<file path="config.mk">
export PLATFORM = sky130hd
export DESIGN_NAME = wvb_rd_ctrl
export DESIGN_NICKNAME = d
export VERILOG_FILES = /design/src/rtl/wvb_rd_ctrl_pkg.sv /design/src/rtl/wvb_rd_ctrl_hdr_fan_out.sv /design/src/rtl/wvb_rd_ctrl.sv
export SDC_FILE = /design/constraint.sdc
export NUM_CORES = 1
export LEC_CHECK = 0
export ABC_AREA = 0
export CORE_ASPECT_RATIO = 0.8
export CORE_MARGIN = 8
export CORE_UTILIZATION = 48
export DETAILED_ROUTE_END_ITERATION = 10
export GPL_ROUTABILITY_DRIVEN = 0
export PLACE_DENSITY = 0.84
export SLEW_MARGIN = 20
export SYNTH_ARGS = -nofsm -noshare
export SYNTH_HDL_FRONTEND = slang
export SYNTH_HIERARCHICAL = 1
export SYNTH_SLANG_ARGS = --single-unit
export TNS_END_PERCENT = 5
</file>
<file path="constraint.sdc">
create_clock -name clk -period 2.85 [get_ports clk]
set_clock_uncertainty 0.15 [all_clocks]
set_input_delay 0.57 -clock clk [delete_from_list [all_inputs] [get_ports clk]]
set_output_delay 0.57 -clock clk [all_outputs]
set_load 0.02 [all_outputs]
</file>
<file path="src/rtl/wvb_rd_ctrl_pkg.sv">
// Shared types and constants for the waveform buffer readout controller:
// state encoding, header bundle field layout and default widths.
package wvb_rd_ctrl_pkg;

    typedef enum logic [1:0] {
        S_IDLE = 2'd0,
        S_LOAD = 2'd1,
        S_READ = 2'd2,
        S_DONE = 2'd3
    } rd_state_e;

    localparam int ADR_WIDTH  = 15;
    localparam int HDR_WIDTH  = 87;
    localparam int DATA_WIDTH = 22;

    // Header bundle, MSB first: evt_ltc, start_addr, stop_addr, trig_src, cnst_run, pre_conf
    localparam int PRE_CONF_W     = 6;
    localparam int PRE_CONF_LSB   = 0;
    localparam int CNST_RUN_W     = 1;
    localparam int CNST_RUN_LSB   = PRE_CONF_LSB + PRE_CONF_W;
    localparam int TRIG_SRC_W     = 2;
    localparam int TRIG_SRC_LSB   = CNST_RUN_LSB + CNST_RUN_W;
    localparam int STOP_ADDR_W    = 15;
    localparam int STOP_ADDR_LSB  = TRIG_SRC_LSB + TRIG_SRC_W;
    localparam int START_ADDR_W   = 15;
    localparam int START_ADDR_LSB = STOP_ADDR_LSB + STOP_ADDR_W;
    localparam int EVT_LTC_W      = 48;
    localparam int EVT_LTC_LSB    = START_ADDR_LSB + START_ADDR_W;

endpackage

</file>
<file path="src/rtl/wvb_rd_ctrl_hdr_fan_out.sv">
// Header bundle fan-out: splits the packed waveform buffer header into its fields.
module cuppa_wvb_hdr_bundle_0_fan_out
    import wvb_rd_ctrl_pkg::*;
(
    input  logic [HDR_WIDTH-1:0]    bundle_i,
    output logic [EVT_LTC_W-1:0]    evt_ltc_o,
    output logic [START_ADDR_W-1:0] start_addr_o,
    output logic [STOP_ADDR_W-1:0]  stop_addr_o,
    output logic [TRIG_SRC_W-1:0]   trig_src_o,
    output logic [CNST_RUN_W-1:0]   cnst_run_o,
    output logic [PRE_CONF_W-1:0]   pre_conf_o
);

    assign evt_ltc_o    = bundle_i[EVT_LTC_LSB    +: EVT_LTC_W];
    assign start_addr_o = bundle_i[START_ADDR_LSB +: START_ADDR_W];
    assign stop_addr_o  = bundle_i[STOP_ADDR_LSB  +: STOP_ADDR_W];
    assign trig_src_o   = bundle_i[TRIG_SRC_LSB   +: TRIG_SRC_W];
    assign cnst_run_o   = bundle_i[CNST_RUN_LSB   +: CNST_RUN_W];
    assign pre_conf_o   = bundle_i[PRE_CONF_LSB   +: PRE_CONF_W];

endmodule

</file>
<file path="src/rtl/wvb_rd_ctrl.sv">
// Waveform buffer readout controller: pops event headers and streams the event's samples.
// Optional event counter output enabled by defining WVB_RD_EVT_CNT_EN.
module wvb_rd_ctrl
    import wvb_rd_ctrl_pkg::*;
#(
    parameter int P_ADR_WIDTH  = ADR_WIDTH,
    parameter int P_HDR_WIDTH  = HDR_WIDTH,
    parameter int P_DATA_WIDTH = DATA_WIDTH
) (
    input  logic                    clk,
    input  logic                    rst,
    input  logic [P_HDR_WIDTH-1:0]  hdr_data,
    input  logic                    hdr_empty,
    output logic                    hdr_rdreq,
    output logic [P_ADR_WIDTH-1:0]  wvb_rd_addr,
    input  logic [P_DATA_WIDTH-1:0] wvb_rd_data,
    output logic                    wvb_rddone,
    output logic [P_DATA_WIDTH-1:0] dout_data,
    output logic                    dout_valid,
    input  logic                    dout_ready,
    output logic                    dout_sop,
    output logic                    dout_eop,
`ifdef WVB_RD_EVT_CNT_EN
    output logic [31:0]             evt_cnt,
`endif
    output logic [P_HDR_WIDTH-1:0]  dout_hdr
);

    localparam logic [P_ADR_WIDTH-1:0] ADR_ONE = 1;

    rd_state_e               state_q, state_d;
    logic [P_ADR_WIDTH-1:0]  addr_q, addr_d;
    logic [P_ADR_WIDTH-1:0]  stop_q, stop_d;
    logic [P_HDR_WIDTH-1:0]  hdr_q, hdr_d;
    logic                    first_q, first_d;
    logic                    last_issued_q, last_issued_d;
    logic                    inflight_q, inflight_d;
    logic                    infl_sop_q, infl_sop_d;
    logic                    infl_eop_q, infl_eop_d;
    logic [1:0]              count_q, count_d;
    logic                    rdptr_q, rdptr_d;
    logic [P_DATA_WIDTH-1:0] buf_data_q [2];
    logic [1:0]              buf_sop_q, buf_eop_q;

    logic [P_ADR_WIDTH-1:0]  hdr_start, hdr_stop;
    logic [EVT_LTC_W-1:0]    unused_evt_ltc;
    logic [TRIG_SRC_W-1:0]   unused_trig_src;
    logic [CNST_RUN_W-1:0]   unused_cnst_run;
    logic [PRE_CONF_W-1:0]   unused_pre_conf;

    logic       from_buf, accept, pop, push, issue, issue_eop, wr_idx;
    logic [1:0] occ;

    cuppa_wvb_hdr_bundle_0_fan_out u_hdr_fan_out (
        .bundle_i     (hdr_data),
        .evt_ltc_o    (unused_evt_ltc),
        .start_addr_o (hdr_start),
        .stop_addr_o  (hdr_stop),
        .trig_src_o   (unused_trig_src),
        .cnst_run_o   (unused_cnst_run),
        .pre_conf_o   (unused_pre_conf)
    );

    // The buffer head is shown when occupied, otherwise RAM data is bypassed straight out
    assign from_buf   = (count_q != 2'd0);
    assign dout_valid = from_buf | inflight_q;
    assign dout_data  = from_buf ? buf_data_q[rdptr_q] : (inflight_q ? wvb_rd_data : '0);
    assign dout_sop   = from_buf ? buf_sop_q[rdptr_q] : (inflight_q & infl_sop_q);
    assign dout_eop   = from_buf ? buf_eop_q[rdptr_q] : (inflight_q & infl_eop_q);
    assign accept     = dout_valid & dout_ready;
    assign pop        = accept & from_buf;
    assign push       = inflight_q & ~(accept & ~from_buf);
    assign wr_idx     = rdptr_q ^ count_q[0];

    assign occ        = count_q + {1'b0, inflight_q};
    assign issue      = (state_q == S_READ) && !last_issued_q && (occ < 2'd2);
    assign issue_eop  = (addr_q == stop_q);

    assign wvb_rd_addr = addr_q;
    assign dout_hdr    = hdr_q;
    assign wvb_rddone  = (state_q == S_DONE);
    assign hdr_rdreq   = (state_q == S_DONE);

    always_comb begin
        state_d       = state_q;
        addr_d        = addr_q;
        stop_d        = stop_q;
        hdr_d         = hdr_q;
        first_d       = first_q;
        last_issued_d = last_issued_q;
        inflight_d    = issue;
        infl_sop_d    = first_q;
        infl_eop_d    = issue_eop;
        rdptr_d       = pop ? ~rdptr_q : rdptr_q;
        count_d       = count_q;
        case ({push, pop})
            2'b10:   count_d = count_q + 2'd1;
            2'b01:   count_d = count_q - 2'd1;
            default: count_d = count_q;
        endcase
        case (state_q)
            S_IDLE: begin
                if (!hdr_empty) state_d = S_LOAD;
            end
            S_LOAD: begin
                hdr_d         = hdr_data;
                addr_d        = hdr_start;
                stop_d        = hdr_stop;
                first_d       = 1'b1;
                last_issued_d = 1'b0;
                state_d       = S_READ;
            end
            S_READ: begin
                // Address stays on the last word once issued
                if (issue) begin
                    first_d = 1'b0;
                    if (issue_eop) last_issued_d = 1'b1;
                    else           addr_d = addr_q + ADR_ONE;
                end
                if (accept && dout_eop) state_d = S_DONE;
            end
            S_DONE: begin
                state_d = S_IDLE;
            end
            default: begin
                state_d = S_IDLE;
            end
        endcase
    end

    always_ff @(posedge clk) begin
        if (rst) begin
            state_q       <= S_IDLE;
            addr_q        <= '0;
            stop_q        <= '0;
            hdr_q         <= '0;
            first_q       <= 1'b0;
            last_issued_q <= 1'b0;
            inflight_q    <= 1'b0;
            infl_sop_q    <= 1'b0;
            infl_eop_q    <= 1'b0;
            count_q       <= 2'd0;
            rdptr_q       <= 1'b0;
        end else begin
            state_q       <= state_d;
            addr_q        <= addr_d;
            stop_q        <= stop_d;
            hdr_q         <= hdr_d;
            first_q       <= first_d;
            last_issued_q <= last_issued_d;
            inflight_q    <= inflight_d;
            infl_sop_q    <= infl_sop_d;
            infl_eop_q    <= infl_eop_d;
            count_q       <= count_d;
            rdptr_q       <= rdptr_d;
        end
    end

    always_ff @(posedge clk) begin
        if (rst) begin
            buf_data_q[0] <= '0;
            buf_data_q[1] <= '0;
            buf_sop_q     <= '0;
            buf_eop_q     <= '0;
        end else if (push) begin
            buf_data_q[wr_idx] <= wvb_rd_data;
            buf_sop_q[wr_idx]  <= infl_sop_q;
            buf_eop_q[wr_idx]  <= infl_eop_q;
        end
    end

`ifdef WVB_RD_EVT_CNT_EN
    logic [31:0] evt_cnt_q;

    always_ff @(posedge clk) begin
        if (rst)                    evt_cnt_q <= '0;
        else if (state_q == S_DONE) evt_cnt_q <= evt_cnt_q + 32'd1;
    end

    assign evt_cnt = evt_cnt_q;
`endif

endmodule

</file>
# --- After elaboration in Yosys (flattened, before gate mapping) ---
# Memories as Yosys holds them, arrays and structs flattened. A register that Yosys moved wholly into a read port is not among the register bits.
# Cells that the tools add are included.
word_totals:
  latchBits: 0
  wordCells: 92
  ramBits: 44
  input_bits: 113
  memories: 1
  rom_bits: 0
  output_inout_bits: 129
  reg_bits: 131
op_classes:
  mul: 0
  shifts: 0
  addsub: 4
  div: 0
  order_cmp: 4
  muxes: 34
  eq_ne: 11
  n_reduce_logical: 14
  bitwise_logic: 11
mem_list:
  columns: ["name", "words", "width", "rd", "rd_clocked_by_memory_dff", "write_ports", "line_no", "source"]
  rows:
  - ["buf_data_q", 2, 22, 1, 1, 2, "wvb_rd_ctrl.sv:42", "logic [P_DATA_WIDTH-1:0] buf_data_q [2];"]
op_table:
  columns: ["operator", "count"]
  rows:
  - ["22-bit two-way mux", 3]
  - ["15-bit two-way mux", 2]
  - ["15-bit one-hot mux with 2 select lines", 1]
  - ["22-bit OR reduction", 1]
  - ["1-bit two-way mux", 19]
  - ["15-bit by 1-bit adder with 15-bit output (second input constant)", 1]
  - ["15-bit == test", 1]
  - ["2-bit != test (second input constant)", 4]
  - ["2-bit one-hot mux with 4 select lines", 1]
  - ["1-bit AND", 6]
  - ["2-bit == test (second input constant)", 3]
  - ["3-bit AND reduction", 2]
  - ["2-bit nonzero test", 3]
  - ["2-bit bitwise mux", 2]
  - ["2-bit by 1-bit == test with 1-bit output (second input constant)", 2]
  - ["1-bit logical AND", 4]
  - ["1-bit by 2-bit less-than comparator with 1-bit output (second input constant)", 2]
  - ["2-bit two-way mux", 2]
  - ["1-bit one-hot mux with 2 select lines", 2]
  - ["2-bit one-hot mux with 2 select lines", 1]
  - ["2-bit AND reduction", 2]
  - ["1-bit NOT", 3]
  - ["2-bit by 1-bit adder with 2-bit output", 1]
  - ["2-bit by 1-bit adder with 2-bit output (second input constant)", 1]
  - ["other kinds (9)", 9]

# --- Depth between registers and ports, before layout ---
# Gate-level depths: netlist of run 1.
depth:
  depth_word: 11
  mapped_depth: 10
  ltp_nobuf: 8

# --- Hierarchy ---
# Netlist of run 1, hierarchy kept.
modules_own_cells:
  columns: ["mod", "cells_per_inst", "instances", "seq_area_each_um2", "area_each_um2"]
  rows:
  - ["wvb_rd_ctrl", 711, 1, 3963.8, 7523.5]
  - ["cuppa_wvb_hdr_bundle_0_fan_out", 87, 1, 0.0, 653.1]

# --- Worst setup path before layout of run 1 ---
# Ideal clock, no wire load.
synth_timing:
  path_kind: "register to output"
  start: "register with a tool-made name"
  end: "output dout_data[11]"
  path_slack_ns: 0.573
  path_stages_with_launch: 5
  path_buffers: 2
  t_required_ns: 2.130
  arrival_ns: 1.557
  cell_sequence: "dfxtp_1 -> clkbuf_1 -> clkbuf_1 -> mux2i_1 -> o21ai_0"
synth_rtl:
  columns: ["item", "line_no", "source"]
  rows:
  - ["to (decl)", "wvb_rd_ctrl.sv:18", "output logic [P_DATA_WIDTH-1:0] dout_data,"]

# --- Worst setup path in the final report of run 1 ---
layout_timing:
  start: "register count_q[1]"
  end: "output dout_data[14]"
layout_via:
  elab_chain_len: 2
layout_rtl:
  columns: ["item", "line_no", "source"]
  rows:
  - ["from (decl)", "wvb_rd_ctrl.sv:40", "logic [1:0] count_q, count_d;"]
  - ["from (signal assigned)", "wvb_rd_ctrl.sv:154", "count_q <= count_d;"]
  - ["2-bit nonzero test", "wvb_rd_ctrl.sv:65", "assign from_buf = (count_q != 2'd0);"]
  - ["22-bit two-way mux", "wvb_rd_ctrl.sv:67", "assign dout_data = from_buf ? buf_data_q[rdptr_q] : (inflight_q ? wvb_rd_data : '0);"]
# Every way passes these cells.

==> out/results.tsv, run 1 <==
stage	metric	value	unit
worst_setup_path	kind of start point of the critical path	register	
global_route	first-pass GRT wire length	32400	um
global_route	initial antenna violation count	0	
timing	Slew @ Worst Pin	0.642	ns
drt	Total Wirelength	21000	um
clocking	CTS sink count	176	
global_route	vias in the first global route	6122	
pwr	clock power share	0.244	
die	Initial Utilization	0.490	
worst_setup_path	Critical path buffers and inverters	2	
worst_setup_path	type of element capturing the critical path	output port	
clocking	root buffer cell	clkbuf_16	
die	row count	41	
drt	number of DRC markers in iteration 0	403	
logic_synthesis	Avg Inst Size Synth	10.5	um^2
pwr	sw frac	0.352	
global_route	largest net degree at the start of global routing	90	
worst_setup_path	crit-path cells	nor2_2 -> buf_4 -> nand3_1 -> o21ai_0 -> clkdlybuf4s50_1	
global_route	GRT Overall Usage	0.204	
logic_synthesis	Mapped Nets	860	
die	Core Region	0.0158	mm^2
worst_setup_path	critical path arrival	2.03	ns
placement	# placed instances	1131	
drt	drt first pass iters	4	
timing	min cycle time layout	2.75	ns
worst_setup_path	WP data required	2.13	ns
die	Die W	158	um
drt	Post-DRT Antenna Nets	0	
global_route	GR Overflow Total	0	
pwr	Gate power share	0.398	
clocking	clock slew at reported path FFs	0.06	ns
placement	hpwl dp	15100	um
worst_setup_path	CP top delay family	buffers and inverters	
logic_synthesis	post-synthesis cell count	741	
placement	Port Buffer Count	241	
finish	Ant. Diodes	0	
logic_synthesis	Yosys warnings	6	
clocking	buffers from clock root to sink, at most	2	
logic_synthesis	synthesized area	0.00775	mm^2
placement	Cell Area, Placed	0.0101	mm^2
clocking	Clk Latency, worst-skew pair	0.42	ns
pwr	Flop pwr share	0.358	
clocking	CTS tree	yes	
worst_setup_path	CP Class	reg -> out	
pwr	Switch Pwr	3.38	mW
pwr	Worst VDD drop	0.526	mV
job	max-cap viol count	0	
worst_setup_path	slowest cell delay on critical path	0.66	ns
finish	layout cells sized above 1	0.0770	
finish	Layout area overhead	39.0	%
finish	Post-Layout Cell Count	1163	
worst_setup_path	Max FO, Critical Path	15	
timing	Slew Limit Fails	0	
pwr	Int Power	6.22	mW
clocking	H-tree Lvls	4	
drt	detailed-route DRC error count	0	
timing	relative slew slack	0.572	
timing	Final period util	0.963	
clocking	number of setup buffers added after CTS	0	
drt	Vias	6012	
drt	WL per Instance	18.1	um
worst_setup_path	CP max stage cell	clkdlybuf4s50_1	
timing	final hold vios	0	
timing	f_max	0.364	GHz
pwr	PwrDens	891	mW/mm^2
die	Die H	130	um
run_status	outcome	completed	
timing	setup TNS	0	ns
clocking	Num CTS Buffers	17	
die	die area	0.0205	mm^2
pwr	Pleak	4.17	nW
timing	RSZ-0062 raised after global routing	false	
timing	# setup viols final	0	
drt	via/cell ratio	5.17	
finish	Finished Cell Area	0.0108	mm^2
die	IO Pins	242	
finish	Final #Nets	1054	
min_path	hold crit path type	reg -> reg	
placed cells by master, fill, tap and decap left out, drive strengths merged, types with 6 or more instances in the layout:
cell type      count
buf               19
nand3             32
and2              46
a31oi              6
inv               13
nand2             14
or3                8
dfxtp            132
xor2              10
dlymetal6s2s      12
o21ai             26
nor2             117
clkbuf            21
clkdlybuf4s50    225
ha                 6
nand4              8
edfxtp            44
xnor2             11
a21oi              8
mux2i            129
per-stage QoR:
stage                      util  power (mW)  setup WS [ns]  hold slack, ns
after CTS                 0.680        9.69        -0.0150           0.315
after floorplan               -        5.85          0.573           0.288
after detailed placement  0.641        7.31          0.178           0.316
after global routing      0.682        10.1         0.0250           0.322
final                     0.682        9.60          0.105           0.321
after global placement    0.641        7.23          0.200           0.309
flip-flops by register name, summed over array words and instances (netlist names), named ones only:
register	cells
first_q	1
buf_sop_q	2
buf_data_q	44
dout_hdr	87
state_q	2
last_issued_q	1
inflight_q	1
stop_q	15
rdptr_q	1
count_q	2
infl_eop_q	1
buf_eop_q	2
wvb_rd_addr	15
infl_sop_q	1
worst register-to-register path, delay by kind of cell, from the launching register on:
family	cells	cell delay, ns
AND/OR/NAND/NOR	3	1.11
AO/OA/AOI/OAI	2	0.32
XOR/XNOR	1	0.16
flip-flops	1	0.50
metal layers:
layer / GRT usage / part of all wire
met1: 0.238 / 0.41
met2: 0.328 / 0.47
met3: 0.0938 / 0.11
met4: 0.0659 / 0.014
met5: 0 / 0
power groups by stage:
stage	combinational (mW)	sequential, mW	clock, mW
6_report	3.82	3.44	2.34
5_1_grt	4.08	3.50	2.50
4_1_cts	3.86	3.43	2.39
3_5_place_dp	3.83	3.48	0
3_3_place_gp	3.77	3.45	0
2_1_floorplan	2.06	3.79	0
worst paths after layout:
kind / slack [ns] / cells after the start / endpoint / startpoint
worst max-delay path: 0.10 / 5 / dout_data[14] / count_q[1]$_SDFFE_PP0P_
worst min-delay path: 0.32 / 1 / infl_sop_q$_SDFF_PP0_ / first_q$_SDFFE_PP0P_
worst min register to register: 0.32 / 1 / infl_sop_q$_SDFF_PP0_ / first_q$_SDFFE_PP0P_
worst max register to register: 0.46 / 6 / wvb_rd_addr[5]$_SDFFE_PP0P_ / wvb_rd_addr[6]$_SDFFE_PP0P_
layout make-up:
type | instances | area (um^2)
fill | 1225 | 5030
sequential | 176 | 3970
multi-input combinational | 472 | 3280
timing repair buffer | 259 | 2610
clock buffer | 21 | 503
tap | 215 | 269
clock inverter | 11 | 100
inverter | 9 | 33.8
what timing repair did:
action                     in CTS  in global routing
setup endpoints to repair      16                 20
hold endpoints to repair        0                  0
hold buffers                    0                  0
resized for setup               4                 14
(Power assumes the default switching activity.)
==> run 2, diff against run 1 <==
--- a/config.mk
+++ b/config.mk
@@ -6,12 +6,15 @@
 export NUM_CORES = 1
 export LEC_CHECK = 0
 export ABC_AREA = 0
+export CELL_PAD_IN_SITES_DETAIL_PLACEMENT = 0
+export CELL_PAD_IN_SITES_GLOBAL_PLACEMENT = 2
 export CORE_ASPECT_RATIO = 0.8
 export CORE_MARGIN = 8
-export CORE_UTILIZATION = 48
+export CORE_UTILIZATION = 39
 export DETAILED_ROUTE_END_ITERATION = 10
+export DONT_BUFFER_PORTS = 1
 export GPL_ROUTABILITY_DRIVEN = 0
-export PLACE_DENSITY = 0.84
+export PLACE_DENSITY = 0.83
 export SLEW_MARGIN = 20
 export SYNTH_ARGS = -nofsm -noshare
 export SYNTH_HDL_FRONTEND = slang
==> out/results.tsv, run 2 (same netlist as run 1, synthesis figures left out) <==
stage	metric	value	unit
worst_setup_path	critical path arrival	1.95	ns
pwr	Gate power share	0.302	
timing	final hold vios	0	
worst_setup_path	kind of start point of the critical path	register	
drt	via/cell ratio	5.23	
die	Core Region	0.0196	mm^2
global_route	initial antenna violation count	1	
global_route	first-pass GRT wire length	30600	um
finish	Layout area overhead	10.8	%
drt	detailed-route DRC error count	0	
pwr	Int Power	5.48	mW
clocking	number of setup buffers added after CTS	0	
pwr	Worst VDD drop	0.427	mV
drt	number of DRC markers in iteration 0	274	
job	max-cap viol count	0	
timing	Slew @ Worst Pin	0.941	ns
clocking	CTS sink count	176	
global_route	met2 global-route usage	0.253	
min_path	hold crit path type	in -> reg	
drt	drt first pass iters	4	
global_route	grt peak-use layer	met2	
run_status	outcome	completed	
pwr	clock power share	0.272	
timing	Slew Limit Fails	0	
global_route	met3 global-route usage	0.0583	
timing	Hold Worst Slack	0.0714	ns
finish	commonest non-fill, non-tap cell in the layout	dfxtp_1	
placement	hpwl dp	14100	um
die	Initial Utilization	0.395	
pwr	sw frac	0.379	
clocking	Num CTS Buffers	17	
timing	relative slew slack	0.372	
clocking	root buffer cell	clkbuf_16	
drt	Total Wirelength	19700	um
placement	Port Buffer Count	0	
pwr	Flop pwr share	0.427	
finish	Largest register FFs	87	
die	Die H	142	um
drt	Vias	5226	
timing	min cycle time layout	2.67	ns
finish	layout cells sized above 1	0.135	
timing	# setup viols final	0	
pwr	Pleak	3.21	nW
pwr	PwrDens	1030	mW/mm^2
die	Die W	174	um
drt	WL per Instance	19.7	um
global_route	largest net degree at the start of global routing	130	
finish	# fillers	1858	
clocking	CTS tree	yes	
clocking	clock slew at reported path FFs	0.07	ns
die	die area	0.0247	mm^2
timing	f_max	0.375	GHz
clocking	Post-CTS Resized	0	
clocking	H-tree Lvls	4	
clocking	number of hold buffers added after CTS	0	
worst_setup_path	CP Class	reg -> out	
timing	Final period util	0.936	
clocking	buffers from clock root to sink, at most	2	
worst_setup_path	Max FO, Critical Path	48	
worst_setup_path	WP data required	2.13	ns
global_route	GRT Overall Usage	0.156	
global_route	vias in the first global route	5411	
finish	register area	0.00396	mm^2
global_route	GR Overflow Total	0	
timing	RSZ-0062 raised after global routing	false	
finish	most frequent cells in the layout	dfxtp_1 (132), mux2i_1 (129), nor2_1 (116), buf_4 (46), and2_1 (45)	
worst_setup_path	type of element capturing the critical path	output port	
pwr	Switch Pwr	3.35	mW
finish	Final #Nets	841	
die	IO Pins	242	
global_route	met1 Track Usage GR	0.189	
drt	Post-DRT Antenna Nets	0	
finish	area of the multi-input gates	0.00330	mm^2
timing	setup TNS	0	ns
die	row count	46	
clocking	Clk Latency, worst-skew pair	0.42	ns
-- run 2: cell count changes in the layout (fill, tap and decap cells not counted), sizes merged --
cell           change
clkinvlp           -1
diode              +1
clkdlybuf4s50    -225
buf               +27
inv                +5
dlygate4sd2        -3
dlymetal6s2s      -12
clkbuf             -3
clkinv             -1
-- run 2: worst paths after layout --
path / startpoint / endpoint / slack [ns] / cells past startpoint
max: count_q[0]$_SDFFE_PP0P_ / dout_sop / 0.18 / 3
max reg2reg: stop_q[5]$_SDFFE_PP0P_ / wvb_rd_addr[7]$_SDFFE_PP0P_ / 0.28 / 7
min: rst / dout_hdr[80]$_SDFFE_PP0P_ / 0.07 / 1
min reg2reg: first_q$_SDFFE_PP0P_ / infl_sop_q$_SDFF_PP0_ / 0.32 / 1
-- run 2: power by group through the flow --
stage | clock network [mW] | registers, mW | logic [mW]
2_1_floorplan | 0 | 3.79 | 2.06
3_3_place_gp | 0 | 3.82 | 2.58
3_5_place_dp | 0 | 3.83 | 2.68
4_1_cts | 2.46 | 3.78 | 2.69
5_1_grt | 2.56 | 3.83 | 2.92
6_report | 2.40 | 3.77 | 2.67
-- run 2: worst max-delay path: stages (launching register included) --
cell and delay, ns:
dfxtp_1 0.50, nor2_2 0.06, buf_4 0.27, o21ai_0 0.68
-- run 2: final cells by class --
class / count / share of cell area
Inverter: 9 / 0.00394
Antenna cell: 1 / 0.000292
Clock buffer: 18 / 0.0525
Sequential cell: 176 / 0.462
Timing Repair Buffer: 46 / 0.0402
Clock inverter: 14 / 0.0187
Multi-Input combinational cell: 472 / 0.384
Tap cell: 264 / 0.0385
-- run 2: per-stage QoR --
stage / utilization / setup slack [ns] / std cells / power, mW / instance area, um^2
2_1_floorplan: - / 0.573 / 741 / 5.85 / 7750
3_3_place_gp: 0.405 / 0.389 / 967 / 6.41 / 7960
3_5_place_dp: 0.406 / 0.356 / 967 / 6.51 / 7970
4_1_cts: 0.437 / 0.0928 / 999 / 8.93 / 8580
5_1_grt: 0.437 / 0.0485 / 1000 / 9.31 / 8580
6_report: 0.437 / 0.182 / 1000 / 8.84 / 8580
-- run 2: layer usage --
layer,share of wire,vias to the layer above
li1,-,2501
met1,0.43,2534
met2,0.47,177
met3,0.083,14
met4,0.014,0
met5,0,-
